`src/rtl/alu_sequencer.sv`:
```
// Sequences one ARM data-processing instruction through an external combinational ALU:
// accept, execute with condition check, then a one-cycle response with optional flag update.
module alu_sequencer (
   input  logic        clk,
   input  logic        reset,
   input  logic        req_valid,
   output logic        req_ready,
   input  logic [3:0]  dp_opcode,
   input  logic [3:0]  cond,
   input  logic        s_bit,
   input  logic [31:0] op_a,
   input  logic [31:0] op_b,
   output logic [31:0] alu_a,
   output logic [31:0] alu_b,
   output logic [4:0]  alu_op,
   output logic        alu_cin,
   input  logic [31:0] alu_out,
   input  logic        alu_c,
   input  logic        alu_z,
   input  logic        alu_n,
   input  logic        alu_v,
   output logic        rsp_valid,
   output logic [31:0] rsp_result,
   output logic        rsp_wr_en,
   output logic [3:0]  flags_nzcv,
   output logic [1:0]  state_dbg
);

   typedef enum logic [1:0] {
      IDLE = 2'd0,
      EXEC = 2'd1,
      RESP = 2'd2
   } state_t;

   state_t      state, state_next;
   logic [3:0]  opc_q, cond_q;
   logic        s_q, wr_en_q;
   logic [31:0] a_q, b_q;
   logic        pass, cmp_only, arith, accept;
   logic        n_f, z_f, c_f, v_f;

   assign {n_f, z_f, c_f, v_f} = flags_nzcv;
   assign state_dbg = state;

   // Handshake: a request transfers on a rising edge where req_valid and req_ready
   // are both high; req_ready is high only in IDLE and nothing is queued otherwise.
   assign accept = req_valid && req_ready;

   function automatic logic [4:0] map_op(input logic [3:0] opc);
      case (opc)
         4'h0, 4'h8: map_op = 5'b00000;
         4'h1, 4'h9: map_op = 5'b00011;
         4'h2, 4'hA: map_op = 5'b00110;
         4'h3:       map_op = 5'b01000;
         4'h4, 4'hB: map_op = 5'b00100;
         4'h5:       map_op = 5'b00101;
         4'h6:       map_op = 5'b00111;
         4'h7:       map_op = 5'b01001;
         4'hC:       map_op = 5'b00010;
         4'hD:       map_op = 5'b01010;
         4'hE:       map_op = 5'b00001;
         default:    map_op = 5'b01011;
      endcase
   endfunction

   always_comb begin
      case (cond_q)
         4'h0:    pass = z_f;
         4'h1:    pass = !z_f;
         4'h2:    pass = c_f;
         4'h3:    pass = !c_f;
         4'h4:    pass = n_f;
         4'h5:    pass = !n_f;
         4'h6:    pass = v_f;
         4'h7:    pass = !v_f;
         4'h8:    pass = c_f && !z_f;
         4'h9:    pass = !c_f || z_f;
         4'hA:    pass = (n_f == v_f);
         4'hB:    pass = (n_f != v_f);
         4'hC:    pass = !z_f && (n_f == v_f);
         4'hD:    pass = z_f || (n_f != v_f);
         4'hE:    pass = 1'b1;
         default: pass = 1'b0;
      endcase
   end

   // TST/TEQ/CMP/CMN only set flags; arithmetic ops also own C and V.
   assign cmp_only = (opc_q[3:2] == 2'b10);
   assign arith    = (opc_q inside {4'h2, 4'h3, 4'h4, 4'h5, 4'h6, 4'h7, 4'hA, 4'hB});

   always_comb begin
      state_next = state;
      req_ready  = 1'b0;
      rsp_valid  = 1'b0;
      alu_a      = '0;
      alu_b      = '0;
      alu_op     = '0;
      alu_cin    = 1'b0;
      case (state)
         IDLE: begin
            req_ready = 1'b1;
            if (req_valid) state_next = EXEC;
         end
         EXEC: begin
            alu_a      = a_q;
            alu_b      = b_q;
            alu_op     = map_op(opc_q);
            alu_cin    = c_f;
            state_next = RESP;
         end
         RESP: begin
            rsp_valid  = 1'b1;
            state_next = IDLE;
         end
         default: state_next = IDLE;
      endcase
   end

   assign rsp_wr_en = wr_en_q && (state == RESP);

   always_ff @(posedge clk or posedge reset) begin
      if (reset) begin
         state      <= IDLE;
         opc_q      <= '0;
         cond_q     <= '0;
         s_q        <= 1'b0;
         a_q        <= '0;
         b_q        <= '0;
         rsp_result <= '0;
         wr_en_q    <= 1'b0;
         flags_nzcv <= '0;
      end else begin
         state <= state_next;
         if (accept) begin
            opc_q  <= dp_opcode;
            cond_q <= cond;
            s_q    <= s_bit;
            a_q    <= op_a;
            b_q    <= op_b;
         end
         if (state == EXEC) begin
            rsp_result <= pass ? alu_out : 32'd0;
            wr_en_q    <= pass && !cmp_only;
            if (pass && (s_q || cmp_only))
               flags_nzcv <= {alu_n, alu_z, arith ? alu_c : c_f, arith ? alu_v : v_f};
         end
      end
   end

endmodule

```
`config.mk`:
```
export PLATFORM = sky130hd
export DESIGN_NAME = alu_sequencer
export DESIGN_NICKNAME = d
export VERILOG_FILES = /design/src/rtl/alu_sequencer.sv
export SDC_FILE = /design/constraint.sdc
export NUM_CORES = 1
export LEC_CHECK = 0
export ABC_AREA = 1
export CAP_MARGIN = 40
export CORE_MARGIN = 5
export CORE_UTILIZATION = 25
export CTS_CLUSTER_SIZE = 12
export DETAILED_ROUTE_END_ITERATION = 8
export GPL_TIMING_DRIVEN = 0
export PLACE_DENSITY_LB_ADDON = 0.1
export SLEW_MARGIN = 30
export SYNTH_ARGS = -nofsm -noshare
export SYNTH_HDL_FRONTEND = slang
export SYNTH_SLANG_ARGS = --single-unit
```
`constraint.sdc`:
```
create_clock -name clk -period 6.6 [get_ports clk]
set_input_delay 0.66 -clock clk [delete_from_list [all_inputs] [get_ports clk]]
set_output_delay 0.66 -clock clk [all_outputs]
set_load 0.01 [all_outputs]
```
# Yosys cells after proc, flatten, opt, wreduce, memory -nomap -nowiden
# Memories as Yosys holds them, arrays and structs flattened.
# Cells that the tools add are included.
# word_totals
ff_bits	112
rom_bits	64
in_bits	112
n_memories	1
# memory_table
name	words	word_bits	read_ports	rd_clocked_by_memory_dff	write_ports	line	rtl
(no name shown)	16	4	1	0	0	50	case (opc)
# op_classes
eq_ne	28
mux	10
n_reduce_logical	19
# ops
cell	count
$mux W32	3
$eq A4 B4 Y1 const B	9
$eq A4 B3 Y1 const B	8
$eq A4 B2 Y1 const B	4
$pmux W1 S15	1
$reduce_bool A8 Y1	1
$logic_and A1 B1 Y1	6
$logic_not A1 Y1	5
$mux W5	1
$eq A2 B2 Y1 const B	2
$eq A4 B1 Y1 const B	1
$logic_not A4 Y1	1
$pmux W2 S2	1
$logic_or A1 B1 Y1	3
$mux W1	3
$reduce_and A3 Y1	1
$eq A2 B1 Y1 const B	1
$logic_not A2 Y1	1
$mux W2	1
$ne A2 B2 Y1 const B	1
$reduce_and A2 Y1	1
$eq A1 B1 Y1	1
$ne A1 B1 Y1	1

# Depth between registers and ports, before layout
# Gate-level depths: netlist of run 1.
# logic_depth
depth_word	5
mapped_depth	12
mapped_depth_nobuf	11

# Worst setup path after synthesis of run 1
# No wires, ideal clock.
# synth_path
path_kind	flip-flop to output port
start	reg state[0], in the netlist state_dbg[0]
end	out alu_op[3]
arrival_time_ps	1532
setup_slack_ps	4408
stages_incl_launch_ff	6
path_cell_list	dfrtp_1 inv_1 nor2_2 inv_2 clkbuf_1 a2111oi_0
# synth_between
elab_chain_cells	2
# synth_rtl
item	line	rtl
start: declaration	35	state_t state, state_next;
start signal: assignment	133	state <= state_next;
$eq A2 B1 Y1	99	case (state)
$mux W5	99	
end: declaration	15	output logic [4:0] alu_op,
# No other way between the ends.

# Final worst setup path of run 1
# Ends and elaborated chain as after synthesis.

==> results by stage, run 1 <==
Power and ir drop:
- The internal power contribution is 1.71 mW.
- Per report_power, the clock group accounts for 20.8% of the total.
- The total power per unit cell area is 335 mW/mm².
- Net switching is a little over a third of the power.
- Combinational cells account for ~41% of the total power.
- The net switching power figure is 937 µW.
- The worst ir drop on vdd is 0.000135 V.
- The leakage power of the design is 3.64 nW.
- The share of total power dissipated in sequential elements is between 30% and 40%.

Cells and area:
- The top cell types in the final layout, fill and taps aside, are 221 x sky130_fd_sc_hd__clkdlybuf4s50_1, 171 x sky130_fd_sc_hd__nand2_1, 112 x sky130_fd_sc_hd__dfrtp_1.
- The area growth from synthesis to final layout is 57.2%.
- The most common cell after layout, fill and taps aside is sky130_fd_sc_hd__clkdlybuf4s50_1.
- The share of layout cells above drive strength 1 is 4.39%.
- The number of nets in the final layout is 978.
- The number of diodes added for antenna fixing is 0.

GRT:
- The initial antenna violation count is 0.
- Global routing used 14.6% of the available tracks.
- The first-pass GRT wire length is 26600 µm.
- Entering global routing, the biggest net connects 58 pins.
- The via count of the first global-routing pass is 5166.
- The overflow left after global routing is 0.

Synth:
- The biggest area consumer among synthesized cells is sky130_fd_sc_hd__dfrtp_1.
- The number of distinct library cells after synthesis is 25.
- The top-area cell type share of the netlist area is 55.8%.
- The sequential element share of the synthesized area is approximately 56%.
- The register bit total from synthesis is 112.
- Summing every instance area after synthesis gives around 0.0050 mm².
- For this run, the number of Yosys warnings is 0.
- The number of instances in the synthesized netlist is 628.
- The net count after synthesis is 745.
- Yosys attributes the largest share of cell area to sky130_fd_sc_hd__dfrtp_1 56%, sky130_fd_sc_hd__nand2_1 13%, sky130_fd_sc_hd__o21ai_0 7.8%.
- In this run the mean area of a mapped cell was 8.00 µm².

Setup path:
- STA puts the critical path data arrival time at 2.75 ns.
- The most critical setup path has its startpoint at state_dbg[0].
- The depth of the worst register-to-register path is 6.
- By startpoint and endpoint, the worst setup path is classified as flip-flop to primary output.
- STA classifies the critical path endpoint as a primary output.
- The startpoint identified for the worst register-to-register timing path is state_dbg[0].
- The setup check on the worst reg-to-reg path leaves a slack of ~5 ns.
- In this run the worst setup path terminates at alu_op[3].
- At the worst endpoint, the required time is slightly below 6 ns.
- The startpoint type of the worst setup path is a flip-flop.
- The reg-to-reg critical path endpoint is b_q[29].
- The largest fanout of any net on the critical path is 10.

Place:
- Summed over all nets, the half-perimeter wirelength after detailed placement is 13000 µm.
- The count of input and output buffers is 221.
- The congestion estimate from routability-driven global placement came to 0.827.

Routing:
- In this run the remaining antenna-violating nets after routing total 0.
- The number of violations reported at the end of detailed-routing iteration 0 is around 200.
- In the final routed layout, each cell accounts on average for between 10 and 15 µm.
- The number of iterations in the first detailed-routing pass is 4.
- Using the TritonRoute via totals, the vias-per-cell ratio works out to 4.24.
- After detailed routing, the number of remaining DRC violations is 0.
- The routed wire length is between 15000 and 20000 µm.
- Across all layers, the routed design uses 4800 vias.

Clock network:
- The clock passes through at most 2 buffers.
- The clock net in this run drives a total of 112 sinks.
- The level count of the clock H-tree is 3.
- The CTS tree is yes.
- The clock transition at the register clock pins on the worst setup and hold paths after CTS is 0.07 ns.
- The post-cts resize count is 0.
- The number of clock buffers added by TritonCTS is 9.
- The worst-skew pair later-pin latency is about 0.34 ns.
- The number of hold-repair buffers added at the cts stage is 0.
- The root cell of the clock tree is sky130_fd_sc_hd__clkbuf_16.
- The post-CTS setup repair buffer count is 0.

Die:
- After floorplanning, the core was divided into about 50 placement rows.
- The core area is 0.0196 mm².
- The overall die height is between 150 and 200 µm.
- The area of the die is 0.0230 mm².
- Once the floorplan was initialized, standard cells occupied 25.6% of the core.
- The count of pins on the block boundary is between 200 and 250.
- The die outline width is approximately 150 µm.

Timing:
- For the pin with the worst max-slew slack, the measured transition is 0.626 ns.
- For the final database, setup skew stands at 0.00953 ns.
- The total count of max-transition violations in the final report is 0.
- The worst pin sits at a relative slew slack of 58.3%.
- The final setup violation count is 0.
- The worst hold margin is 0.478 ns.
- The minimum clock period after layout is 3.41 ns.
- Based on the critical path, the design can be clocked at up to 293 MHz.
- Setup repair after global routing left no endpoint under its margin.
- The number of hold-slack violations in the final timing report came to 0.
- Of the available clock period, the critical path in the final layout requires 51.7%.
- Setup total negative slack on the finished layout was measured at 0 ns.

Outcome:
- The flow ran to the end, and the final reports show no timing, DRC or antenna violations.

Run:
- Max-cap violations in this run came to 0.

Hold path:
- The worst min-delay path class is flip-flop to flip-flop.
==> how the worst min path moves through the flow <==
stage / from / to / slack (ns) / cells past startpoint
4_1_cts: rsp_result[30] / rsp_result[30] / 0.48 / 2
2_1_floorplan: wr_en_q / wr_en_q / 0.50 / 2
5_1_grt: rsp_result[31] / rsp_result[31] / 0.50 / 2
3_3_place_gp: rsp_result[4] / rsp_result[4] / 0.46 / 2
6_report: rsp_result[30] / rsp_result[30] / 0.48 / 2
3_5_place_dp: rsp_result[30] / rsp_result[30] / 0.46 / 2
==> cells by family after synthesis <==
family,after synthesis,synth area share (%)
XOR/XNOR,1,0.174
flip-flops,112,55.8
AO/OA/AOI/OAI,84,8.62
AND/OR/NAND/NOR,302,24.2
buffers and inverters,123,9.87
adder cells (fa/ha/maj),5,1.25
other,1,0.0747
==> power by group through the flow <==
stage               Combinational (mW)  Sequential, mW  Clock [mW]
CTS                               1.10            1.02       0.571
global placement                  1.08            1.02           0
detailed placement                1.10            1.03           0
global route                      1.21            1.04       0.598
finish                            1.08            1.02       0.549
floorplan                        0.480            1.06           0
==> critical path, cell delays in order (launching register included) <==
cell and delay, ns:
sky130_fd_sc_hd__dfrtp_1 0.42, sky130_fd_sc_hd__inv_1 0.07, sky130_fd_sc_hd__nor2_2 0.27, sky130_fd_sc_hd__inv_2 0.18
sky130_fd_sc_hd__clkbuf_1 0.30, sky130_fd_sc_hd__a2111oi_0 0.52, sky130_fd_sc_hd__clkdlybuf4s50_1 0.64
==> cells in the mapped netlist <==
cell type / count
sky130_fd_sc_hd__xnor2_1: 1
sky130_fd_sc_hd__nor2_2: 1
sky130_fd_sc_hd__buf_4: 1
sky130_fd_sc_hd__o211ai_1: 1
sky130_fd_sc_hd__o21ai_0: 78
sky130_fd_sc_hd__nand3_2: 1
sky130_fd_sc_hd__buf_1: 4
sky130_fd_sc_hd__ha_1: 5
sky130_fd_sc_hd__a21oi_2: 1
sky130_fd_sc_hd__inv_2: 2
sky130_fd_sc_hd__clkbuf_1: 17
sky130_fd_sc_hd__conb_1: 1
sky130_fd_sc_hd__nor2_1: 76
sky130_fd_sc_hd__buf_2: 12
sky130_fd_sc_hd__buf_6: 2
sky130_fd_sc_hd__a21oi_1: 2
sky130_fd_sc_hd__nand4_1: 4
sky130_fd_sc_hd__nor3_1: 3
sky130_fd_sc_hd__nand2_1: 171
sky130_fd_sc_hd__a211oi_1: 1
sky130_fd_sc_hd__nand3b_1: 1
sky130_fd_sc_hd__nand3_1: 45
sky130_fd_sc_hd__a2111oi_0: 1
sky130_fd_sc_hd__inv_1: 85
sky130_fd_sc_hd__dfrtp_1: 112
==> per-stage QoR <==
step                      area (µm²)  util, %  power, mW  cells  setup WS [ns]
after floorplan                 5020        -       1.54    628           2.98
after global routing            7900     40.3       2.85   1131           2.95
after global placement          7570     38.6       2.11   1114           1.19
after CTS                       7900     40.3       2.69   1131           3.01
final                           7900     40.3       2.64   1131           3.19
after detailed placement        7600     38.8       2.13   1115           3.40
==> flip-flops by register name, summed over array words and instances (netlist names) <==
register    flops
a_q            32
b_q            32
rsp_result     32
cond_q          4
flags_nzcv      4
opc_q           4
state_dbg       2
s_q             1
wr_en_q         1
==> final cells by class <==
class	count	area, µm²
inverters	87	334
clock inverters	7	70.1
well taps	265	332
flip-flops and latches	112	2800
multi-input cells	393	1720
fillers	2003	11700
repair buffers	222	2240
plain buffers	36	169
clock buffers	9	225
==> layer usage <==
metal  vias up  part of all wire [%]  track usage, %  wire [µm]
met5         -                     0               0          0
met4         0                   1.9            4.76        309
met3        19                   7.5            3.72       1240
met2       163                    46            23.5       7630
met1      2229                    45            19.4       7470
li1       2389                     -               -          -
Power figures use the tool's default switching activity.
==> run 2: changes to the inputs <==
- clock period: 6.6 -> 2.9 ns (I/O delays scaled with it)
==> run 2 against run 1 <==
  * Sequential share of layout area fell by 0.31 points
  * Final cell count up 0.18%
  * Worst setup slack worse by 2.9 ns
  * Largest power group unchanged
  * Utilization increased by 0.36 points
  * First-iteration DRC count is 18% higher
  * Register-to-register slack worse by 3.7 ns
  * Routed wire length is 0.59% higher
==> results by stage, run 2 (synthesized netlist as in run 1, its figures left out) <==
Clock network:
- The post-cts resize count is 4 (+4).
- The worst-skew pair later-pin latency came to 0.35 ns (about the same).
- The number of hold-repair buffers added at the cts stage was 0 (unchanged).
- The clock tree buffer depth came to 2 (unchanged).
- The clock transition at the register clock pins on the worst setup and hold paths after CTS was 0.07 ns (about the same).
- The CTS tree is yes.
- CTS placed an instance of sky130_fd_sc_hd__clkbuf_16 at the clock tree root.
- The total number of clock tree sinks came to 112 (unchanged).
- The level count of the clock H-tree was 3 (unchanged).
- The post-CTS setup repair buffer count was 0 (unchanged).
- The number of buffers created by CTS is 9 (unchanged).

Timing:
- The final clock skew is 0.00612 ns (-0.00341 ns).
- The setup TNS is 0 ns (unchanged).
- The routed design could run at a clock period as short as ~2.6 ns.
- Setup repair after global routing left no endpoint under its margin.
- The transition time at the pin with the least slew margin came to 0.646 ns (+0.0209 ns).
- The number of hold-slack violations in the final timing report came to 0 (unchanged).
- After layout, the worst path uses 90.7% of the clock period.
- Derived from the worst setup path, the maximum achievable clock frequency is roughly 380 MHz.
- The worst hold margin is 0.266 ns (-0.212 ns).
- The max-slew headroom at the worst pin was 56.9% (-1.4 points).
- The final setup violation count is 0 (unchanged).
- The total count of max-transition violations in the final report is 0 (unchanged).

Setup path:
- The largest fanout of any net on the critical path is 10 (unchanged).
- Walking the worst path, the cells encountered are inv_1 -> nor2_4 -> inv_2 -> buf_2 -> clkbuf_2 -> nor2_1 -> clkdlybuf4s50_1.
- The startpoint type of the worst setup path is a flip-flop.
- The largest individual stage delay along the critical path comes from the cell sky130_fd_sc_hd__clkdlybuf4s50_1.
- STA classifies the critical path endpoint as a primary output.
- The critical path is of the flip-flop to primary output type.
- The startpoint identified for the worst register-to-register timing path is state_dbg[1].
- The data arrival time of the critical path is 2.34 ns (-0.41 ns).
- The peak per-stage delay on the critical path is 0.55 ns (-0.09 ns).
- The buffering stage count on the worst path with inverters included is 5 (+1).
- The kind of cell with the highest combined delay on the critical path is buffers and inverters.
- The minimum setup slack among reg-to-reg paths is 1.20 ns (-3.72 ns).
- The worst path required time is 2.61 ns (-3.33 ns).
- The reg-to-reg critical path endpoint is a_q[17].
- The depth of the worst register-to-register path is 6 (unchanged).

Cells and area:
- The number of diodes added for antenna fixing is 0 (unchanged).
- The most common cell after layout, fill and taps aside is sky130_fd_sc_hd__clkdlybuf4s50_1.
- The top cell types in the final layout, fill and taps aside, are 221 x sky130_fd_sc_hd__clkdlybuf4s50_1, 171 x sky130_fd_sc_hd__nand2_1, 112 x sky130_fd_sc_hd__dfrtp_1.
- The final non-filler cell area came to 0.00797 mm² (+0.89%).
- The number of nets in the final layout is 981 (+0.31%).
- The share of layout cells above drive strength 1 was 5.07% (+0.68 points).
- The area growth from synthesis to final layout is 58.6%.
- The largest registers in the layout are a_q: 32 flops, b_q: 32 flops, rsp_result: 32 flops.

Place:
- The half-perimeter wire length after placement is 13100 µm (+0.83%).
- The count of input and output buffers was 221 (unchanged).
- The placed standard-cell area is 0.00766 mm² (+0.74%).
- The routability-driven placement congestion ratio is 0.872 (+5.5%).

Hold path:
- The worst min-delay path class is input port to asynchronous set/reset pin.

Routing:
- The total via count in the routed design is 4836 (+0.75%).
- The number of violations reported at the end of detailed-routing iteration 0 is 234 (+18%).
- The routed wire length is 16800 µm (+0.59%).
- The count of antenna-violating nets left after detailed routing was 0 (unchanged).
- The DRC violation count after routing is 0 (unchanged).
- The average detailed-routed wire length per instance came to 14.8 µm (+0.42%).
- The number of iterations in the first detailed-routing pass came to 4 (unchanged).
- The routed via count divided by cell count is 4.27 (+0.57%).

GRT:
- The initial antenna violation count is 1 (+1).
- The total routing resource utilization after global routing came to 14.6% (about the same).
- The overflow left after global routing was 0 (unchanged).
- The first-pass GRT wire length is 26200 µm (-1.6%).
- The largest net degree at the start of global routing is 30 (-48%).
- The via count of the first global-routing pass is 5027 (-2.7%).

Die:
- The overall die height is 152 µm (unchanged).
- The initial standard-cell utilization of the core was 25.6% (unchanged).
- The floorplan row count is 51 (unchanged).
- The die outline width is 152 µm (unchanged).
- The count of pins on the block boundary is 223 (unchanged).
- The core area is 0.0196 mm² (unchanged).
- The area of the die came to 0.0230 mm² (unchanged).

Power and ir drop:
- The leakage power of the design is 3.67 nW (+0.75%).
- The total power per unit cell area is 759 mW/mm² (+130%).
- The worst ir drop on vdd came to 0.000282 V (+110%).

Run:
- The max-capacitance violation count came to 0 (unchanged).

Outcome:
- The flow ran to the end, and the final reports show no timing, DRC or antenna violations.
## run 2: cell types whose count changed in the layout (fill, tap and decap cells not counted), moves of 2 or more
cell                       before  now
sky130_fd_sc_hd__buf_1          4    2
sky130_fd_sc_hd__buf_12         0    3
sky130_fd_sc_hd__clkinv_2       3    1
sky130_fd_sc_hd__clkbuf_2       0    2
## run 2: metrics by stage
stage / util [%] / std cells / setup slack [ns] / total power, mW
finish: 40.7 / 1133 / 0.269 / 6.05
CTS: 40.7 / 1133 / 0.0482 / 6.16
detailed placement: 39.1 / 1118 / 0.0840 / 4.85
floorplan: - / 628 / 1.08 / 3.51
global placement: 38.6 / 1114 / 0.0508 / 4.80
global route: 40.7 / 1133 / 0.0486 / 6.52
## run 2: worst max-delay path by stage
stage                  from   endpoint  depth (start not counted)
2_1_floorplan  state_dbg[0]  alu_op[3]                          5
5_1_grt        state_dbg[0]  alu_a[12]                          7
3_5_place_dp   state_dbg[0]  alu_op[3]                          6
6_report       state_dbg[0]  alu_a[26]                          7
4_1_cts        state_dbg[0]  alu_a[25]                          7
3_3_place_gp          reset     b_q[1]                          2
## run 2: area by class of cell
class	count	area (µm²)
clock buffer	9	225
sequential	112	2800
buffer	36	173
clock inverter	6	68.8
inverter	87	330
fill	2024	11600
tap	265	332
multi-input combinational	393	1740
timing repair buffer	225	2300
## run 2: worst register-to-register path, stage by stage (launching register included)
cell and delay, ns:
sky130_fd_sc_hd__dfrtp_1 0.46, sky130_fd_sc_hd__nor2_1 0.16, sky130_fd_sc_hd__nand2_1 0.08, sky130_fd_sc_hd__inv_1 0.08
sky130_fd_sc_hd__buf_2 0.28, sky130_fd_sc_hd__clkbuf_1 0.33, sky130_fd_sc_hd__o21ai_0 0.16
## run 2: routing by layer
layer | wire, µm | vias up | global-route usage [%]
met2 | 7580 | 176 | 23.4
met5 | 13 | - | 0
li1 | - | 2394 | -
met1 | 7410 | 2244 | 18.8
met4 | 332 | 2 | 5.30
met3 | 1420 | 20 | 4.43
## run 2: power breakdown
| group | internal, mW | switching (mW) | total (mW) | leakage, nW |
|---|---|---|---|---|
| clock network | 0.672 | 0.583 | 1.26 | 0.142 |
| logic | 1.17 | 1.30 | 2.47 | 2.12 |
| registers | 2.06 | 0.268 | 2.32 | 1.40 |
==> run 3: changes to the inputs <==
- GPL_TIMING_DRIVEN: 0 -> 1
==> run 3 against run 2 <==
  * Design area decreased by 2.2%
  * Sequential share of layout area increased by 0.77 points
  * Sequential power about the same
  * Via count decreased by 3.4%
  * Critical path depth decreased by 2
  * Final cell count decreased by 2.8%
  * Critical path type unchanged
  * Non-clock buffer count decreased by 33
==> results by stage, run 3 (synthesized netlist as in run 1, its figures left out) <==
Die:
- The die outline width is 152 µm (unchanged).
- The floorplan row count was 51 (unchanged).
- The count of pins on the block boundary came to 223 (unchanged).
- The overall die height is 152 µm (unchanged).
- The initial standard-cell utilization of the core was 25.6% (unchanged).
- The core area came to 0.0196 mm² (unchanged).
- The area of the die is 0.0230 mm² (unchanged).

Timing:
- The max-slew headroom at the worst pin is 53.9% (-3.0 points).
- The worst hold margin came to 0.325 ns (+0.0583 ns).
- The transition time at the pin with the least slew margin came to 0.691 ns (+0.0450 ns).
- The minimum clock period after layout is 2.68 ns (+0.0471 ns).
- The number of hold-slack violations in the final timing report is 0 (unchanged).
- The total count of max-transition violations in the final report is 0 (unchanged).
- The setup TNS is 0 ns (unchanged).
- Setup repair after global routing left no endpoint under its margin.
- The maximum clock frequency is 373 MHz (-1.8%).
- The final clock skew came to 0.00888 ns (+0.00277 ns).
- The final setup violation count came to 0 (unchanged).
- The minimum setup slack in the final design is 0.222 ns (-0.0471 ns).
- The ratio of final minimum period to clock period is 92.4% (+1.6 points).

Routing:
- The count of antenna-violating nets left after detailed routing was 0 (unchanged).
- The routed wire length was 16000 µm (-4.4%).
- The average detailed-routed wire length per instance is 14.6 µm (-1.6%).
- The routed via count divided by cell count is 4.24 (-0.63%).
- The number of iterations in the first detailed-routing pass is 4 (unchanged).
- The total via count in the routed design is 4670 (-3.4%).
- The number of violations reported at the end of detailed-routing iteration 0 came to 224 (-4.3%).
- The DRC violation count after routing is 0 (unchanged).

Setup path:
- The startpoint type of the worst setup path is a flip-flop.
- The setup path with the least slack is of type flip-flop to primary output.
- The largest fanout of any net on the critical path was 11 (+1).
- The worst path required time is 2.61 ns (about the same).
- The data arrival time of the critical path was 2.39 ns (+0.05 ns).
- The endpoint class of the critical path is a primary output.

Clock network:
- The post-cts resize count is 0 (-4).
- The clock transition at the register clock pins on the worst setup and hold paths after CTS was 0.07 ns (about the same).
- The total number of clock tree sinks is 112 (unchanged).
- The clock tree buffer depth is 2 (unchanged).
- The number of hold-repair buffers added at the cts stage is 0 (unchanged).
- The level count of the clock H-tree is 3 (unchanged).
- The post-CTS setup repair buffer count is 0 (unchanged).
- The worst-skew pair later-pin latency was 0.35 ns (about the same).
- The number of buffers created by CTS is 9 (unchanged).
- TritonCTS built the clock tree.
- The root cell of the clock tree is sky130_fd_sc_hd__clkbuf_16.

Cells and area:
- The number of diodes added for antenna fixing is 0 (unchanged).
- The final standard cell count with taps included and fillers excluded is 1101 (-2.8%).
- The largest registers in the layout are a_q: 32 flops, b_q: 32 flops, rsp_result: 32 flops.
- The number of nets in the final layout came to 948 (-3.4%).
- The top cell types in the final layout, fill and taps aside, are 221 x sky130_fd_sc_hd__clkdlybuf4s50_1, 171 x sky130_fd_sc_hd__nand2_1, 112 x sky130_fd_sc_hd__dfrtp_1.
- The share of layout cells above drive strength 1 was 3.47% (-1.6 points).
- The most common cell after layout, fill and taps aside is sky130_fd_sc_hd__clkdlybuf4s50_1.
- The area growth from synthesis to final layout is 55.2%.

GRT:
- The overflow left after global routing is 0 (unchanged).
- The initial antenna violation count is 0 (-1).
- The first-pass GRT wire length came to 25300 µm (-3.3%).
- The via count of the first global-routing pass is 4912 (-2.3%).
- The total routing resource utilization after global routing is 14.0% (-0.68 points).
- The largest net degree at the start of global routing is 129 (+330%).

Place:
- The number of placed cells counting well taps is 1085 (-3.0%).
- The half-perimeter wire length after placement was 11700 µm (-11%).
- The routability-driven placement congestion ratio came to 0.815 (-6.5%).
- The setup slack at placement came to 0.576 ns (+0.492 ns).
- The count of input and output buffers is 221 (unchanged).

Outcome:
- The run finished with clean final reports.

Run:
- The max-capacitance violation count is 0 (unchanged).

Power and ir drop:
- The leakage power of the design is 3.56 nW (-2.9%).
- The total power per unit cell area is 752 mW/mm² (-0.88%).
- The sum of internal, switching and leakage power is 5.86 mW (-3.0%).
- The worst ir drop on vdd is 0.000277 V (-2.0%).

Hold path:
- The worst min-delay path class is input port to asynchronous set/reset pin.
-- run 3: critical path: stages (launching register included) --
cell,delay [ns]
sky130_fd_sc_hd__dfrtp_1,0.41
sky130_fd_sc_hd__inv_1,0.09
sky130_fd_sc_hd__nor2_4,0.24
sky130_fd_sc_hd__clkinv_2,0.15
sky130_fd_sc_hd__a2111oi_0,0.50
sky130_fd_sc_hd__clkdlybuf4s50_1,0.65
-- run 3: path summary, 6_finish.rpt --
kind / from / to / slack [ns] / cells after the start
worst max-delay path: state_dbg[0] / alu_op[3] / 0.22 / 5
worst min-delay path: reset / a_q[5] / 0.32 / 2
worst max register to register: cond_q[0] / rsp_result[0] / 0.70 / 10
worst min register to register: rsp_result[14] / rsp_result[14] / 0.48 / 2
max in group asynchronous: reset / rsp_result[12] / 1.94 / 3
min in group clk: rsp_result[14] / rsp_result[14] / 0.48 / 2
-- run 3: layer usage --
| metal | global-route usage, % | share of wire, % | up-vias |
|---|---|---|---|
| met1 | 17.0 | 43 | 2179 |
| li1 | - | - | 2323 |
| met2 | 23.1 | 46 | 153 |
| met5 | 0 | 0 | - |
| met3 | 4.64 | 8.8 | 15 |
| met4 | 4.85 | 1.6 | 0 |
-- run 3: where the power goes --
part	switching, mW	internal, mW	total (mW)
clock network	0.590	0.614	1.20
registers	0.260	2.05	2.31
logic	1.25	1.10	2.35
-- run 3: metrics by stage --
stage               util (%)  cell area (µm²)
floorplan                  -             5030
global placement        38.3             7510
detailed placement      38.3             7510
CTS                     39.8             7790
global route            39.8             7790
finish                  39.8             7790
-- run 3: final cells by class --
class	count	area, µm²
clock buffers	11	243
clock inverters	5	41.3
fillers	2048	11800
inverters	87	333
multi-input cells	393	1730
flip-flops and latches	112	2800
well taps	265	332
repair buffers	228	2310
==> variant, RTL diff (flow settings as in run 2) <==
Reset style: synchronous (`reset`), changed in one clocked block.
--- a/src/rtl/alu_sequencer.sv
+++ b/src/rtl/alu_sequencer.sv
@@ -118,7 +118,7 @@
 
    assign rsp_wr_en = wr_en_q && (state == RESP);
 
-   always_ff @(posedge clk or posedge reset) begin
+   always_ff @(posedge clk) begin
       if (reset) begin
          state      <= IDLE;
          opc_q      <= '0;
Formal check against the unedited RTL: differs if reset is asserted again (counterexample within 4 cycles, from zero or initial values and one cycle with reset high); with reset held inactive, the same outputs for 10 cycles.
==> variant against run 2 <==
Sequential cell count is 4 higher; core utilization grew 0.77 points; final area rose by 0.57%; first-iteration DRC count down 37%; synthesized area shrank 2.8%; routed wire length decreased by 1.1%; count of clock-buffer cells in the layout rose by 13; setup slack worse by 49 ps; hold slack better by 180 ps; sequential share of layout area down 6.2 points; register-to-register slack worse by 270 ps; highest routed layer is now met4.
Power is not compared: it rests on default switching activity, and its combinational part moved more than twofold at a synthesized area within 25%.
==> variant: results (changes against run 2) <==
CP Max Fanout -> 10 (unchanged)
Synth cell types -> 26 (+4.0%)
setup slack after layout -> 219.6 ps (-49.02 ps)
DP Worst Slack -> 160.6 ps (+76.66 ps)
most frequent cells after synthesis -> dfxtp_1, a21oi_1, inv_1
cell leakage power -> 3.016 nW
CP Data Arrival Time -> 2390 ps (+50 ps)
share of cells above drive strength 1 -> 7.709% (+2.6 points)
DP Wirelength -> 12510 µm (-4.8%)
Vias -> 4905 (+1.4%)
worst-case clock buffer depth -> 2 (unchanged)
Synth Area in XOR/XNOR -> 0% (-0.17 points)
Synth Area in Compound Gates -> 19.79% (+11 points)
# nets final -> 1025 (+4.5%)
register area share after synthesis -> 47.59% (-8.2 points)
routing usage on met1 -> 18.53% (-0.28 points)
Iteration-0 DRC Markers -> 147 (-37%)
first-pass GRT wire length -> 25990 µm (-0.63%)
met2 usage -> 23.60% (+0.24 points)
EDFF count, synth -> 0 (unchanged)
biggest regs -> a_q: 32 flops, b_q: 32 flops, rsp_result: 32 flops
post-cts resize count -> 2 (-2)
CP max stage cell -> clkdlybuf4s50_1
CP peak stage delay -> 580 ps (+30 ps)
syn nets -> 785 (+5.4%)
Root Buffer -> clkbuf_16
Synth Area in Adders -> 1.026% (-0.22 points)
Wirelength per Cell -> 13.97 µm (-5.5%)
largest net degree at the start of global routing -> 17 (-43%)
Clock transition at path regs -> 50 ps (-20 ps)
htree depth -> 4 (+1)
fraction of registers with async set/reset -> 0% (-100 points)
R2R Setup Slk -> 930 ps (-270 ps)
GR Layer Usage met3 -> 6.148% (+1.7 points)
slew margin rel. -> 50.81% (-6.1 points)
post-CTS setup buffers -> 0 (unchanged)
Fin Clk Skew -> 8.206 ps (+2.088 ps)
worst hold path class -> flop to flop
mux cell area share after synthesis -> 0% (unchanged)
Area contributors post-synth -> dfxtp_1, a21oi_1, o21ai_0
initial antenna violation count -> 0 (-1)
vias in the first global route -> 4817 (-4.2%)
Diodes inserted -> 0 (unchanged)
cts bufs inserted -> 17 (+8)
GRT Overall Usage -> 14.85% (+0.22 points)
cts hold-fix bufs -> 0 (unchanged)
status -> finished, final reports clean
RD Place Congestion -> 0.7305 (-16%)
Hold WS -> 450.5 ps (+184.1 ps)
worst-skew pair later-pin latency -> 410 ps (+60 ps)
## variant: cell types whose count changed after synthesis, sizes merged, moves of 2 or more
cell	before	now
dfrtp	112	0
buf	19	12
o21ai	78	74
a21oi	3	107
nand3	46	48
nor2	77	87
clkbuf	17	35
dfxtp	0	116
nand2	171	80
inv	87	96
nor3	3	0
## variant: metal layers
layer / part of all wire [%] / up-vias
met2: 46 / 125
li1: - / 2610
met5: 0 / -
met1: 44 / 2157
met4: 1.5 / 0
met3: 7.8 / 13
## variant: logic make-up (layout without fill, tap and decap cells)
| family | Yosys count | after routing |
|---|---|---|
| AO/OA/AOI/OAI | 183 | 183 |
| AND/OR/NAND/NOR | 221 | 221 |
| other | 1 | 1 |
| buffers and inverters | 144 | 396 |
| flip-flops | 116 | 116 |
| adder cells (fa/ha/maj) | 4 | 4 |
## variant: layout make-up
type / instances / area (µm²)
buffer: 47 / 220.2
sequential: 116 / 2322
clock inverter: 9 / 103.9
tap: 265 / 331.6
fill: 2035 / 11320
multi-input combinational: 409 / 1983
timing repair buffer: 221 / 2212
inverter: 97 / 364.1
clock buffer: 22 / 474.2
## variant: power groups by stage
| stage | registers, mW | logic [mW] | clock network, mW |
|---|---|---|---|
| 3_3_place_gp | 1.77 | 0.700 | 0 |
| 3_5_place_dp | 1.77 | 0.697 | 0 |
| 4_1_cts | 1.74 | 0.701 | 2.12 |
| 2_1_floorplan | 1.77 | 0.348 | 0 |
| 6_report | 1.74 | 0.690 | 2.06 |
| 5_1_grt | 1.75 | 0.774 | 2.21 |
## variant: final timing paths
kind,start,to,cells past startpoint
worst min register to register,a_q[27],a_q[27],2
worst max-delay path,state_dbg[0],alu_a[31],5
worst min-delay path,a_q[27],a_q[27],2
worst max register to register,state_dbg[0],flop,10
## variant: per-stage QoR
step | total power, mW | cell area (µm²) | instances
final | 4.484 | 8011 | 1186
after global routing | 4.734 | 8011 | 1186
after CTS | 4.562 | 8004 | 1186
after detailed placement | 2.470 | 7423 | 1155
after global placement | 2.471 | 7423 | 1155
after floorplan | 2.120 | 4880 | 669
## variant: worst register-to-register path, stage by stage (launching register included)
cell and delay (ps):
dfxtp_1 450, nor2_2 60, nand2_1 290, or2_2 190, o21ai_2 60, nor2_1 200
inv_1 120, ha_1 190, o21ai_0 150, a21oi_1 60, a21oi_1 130
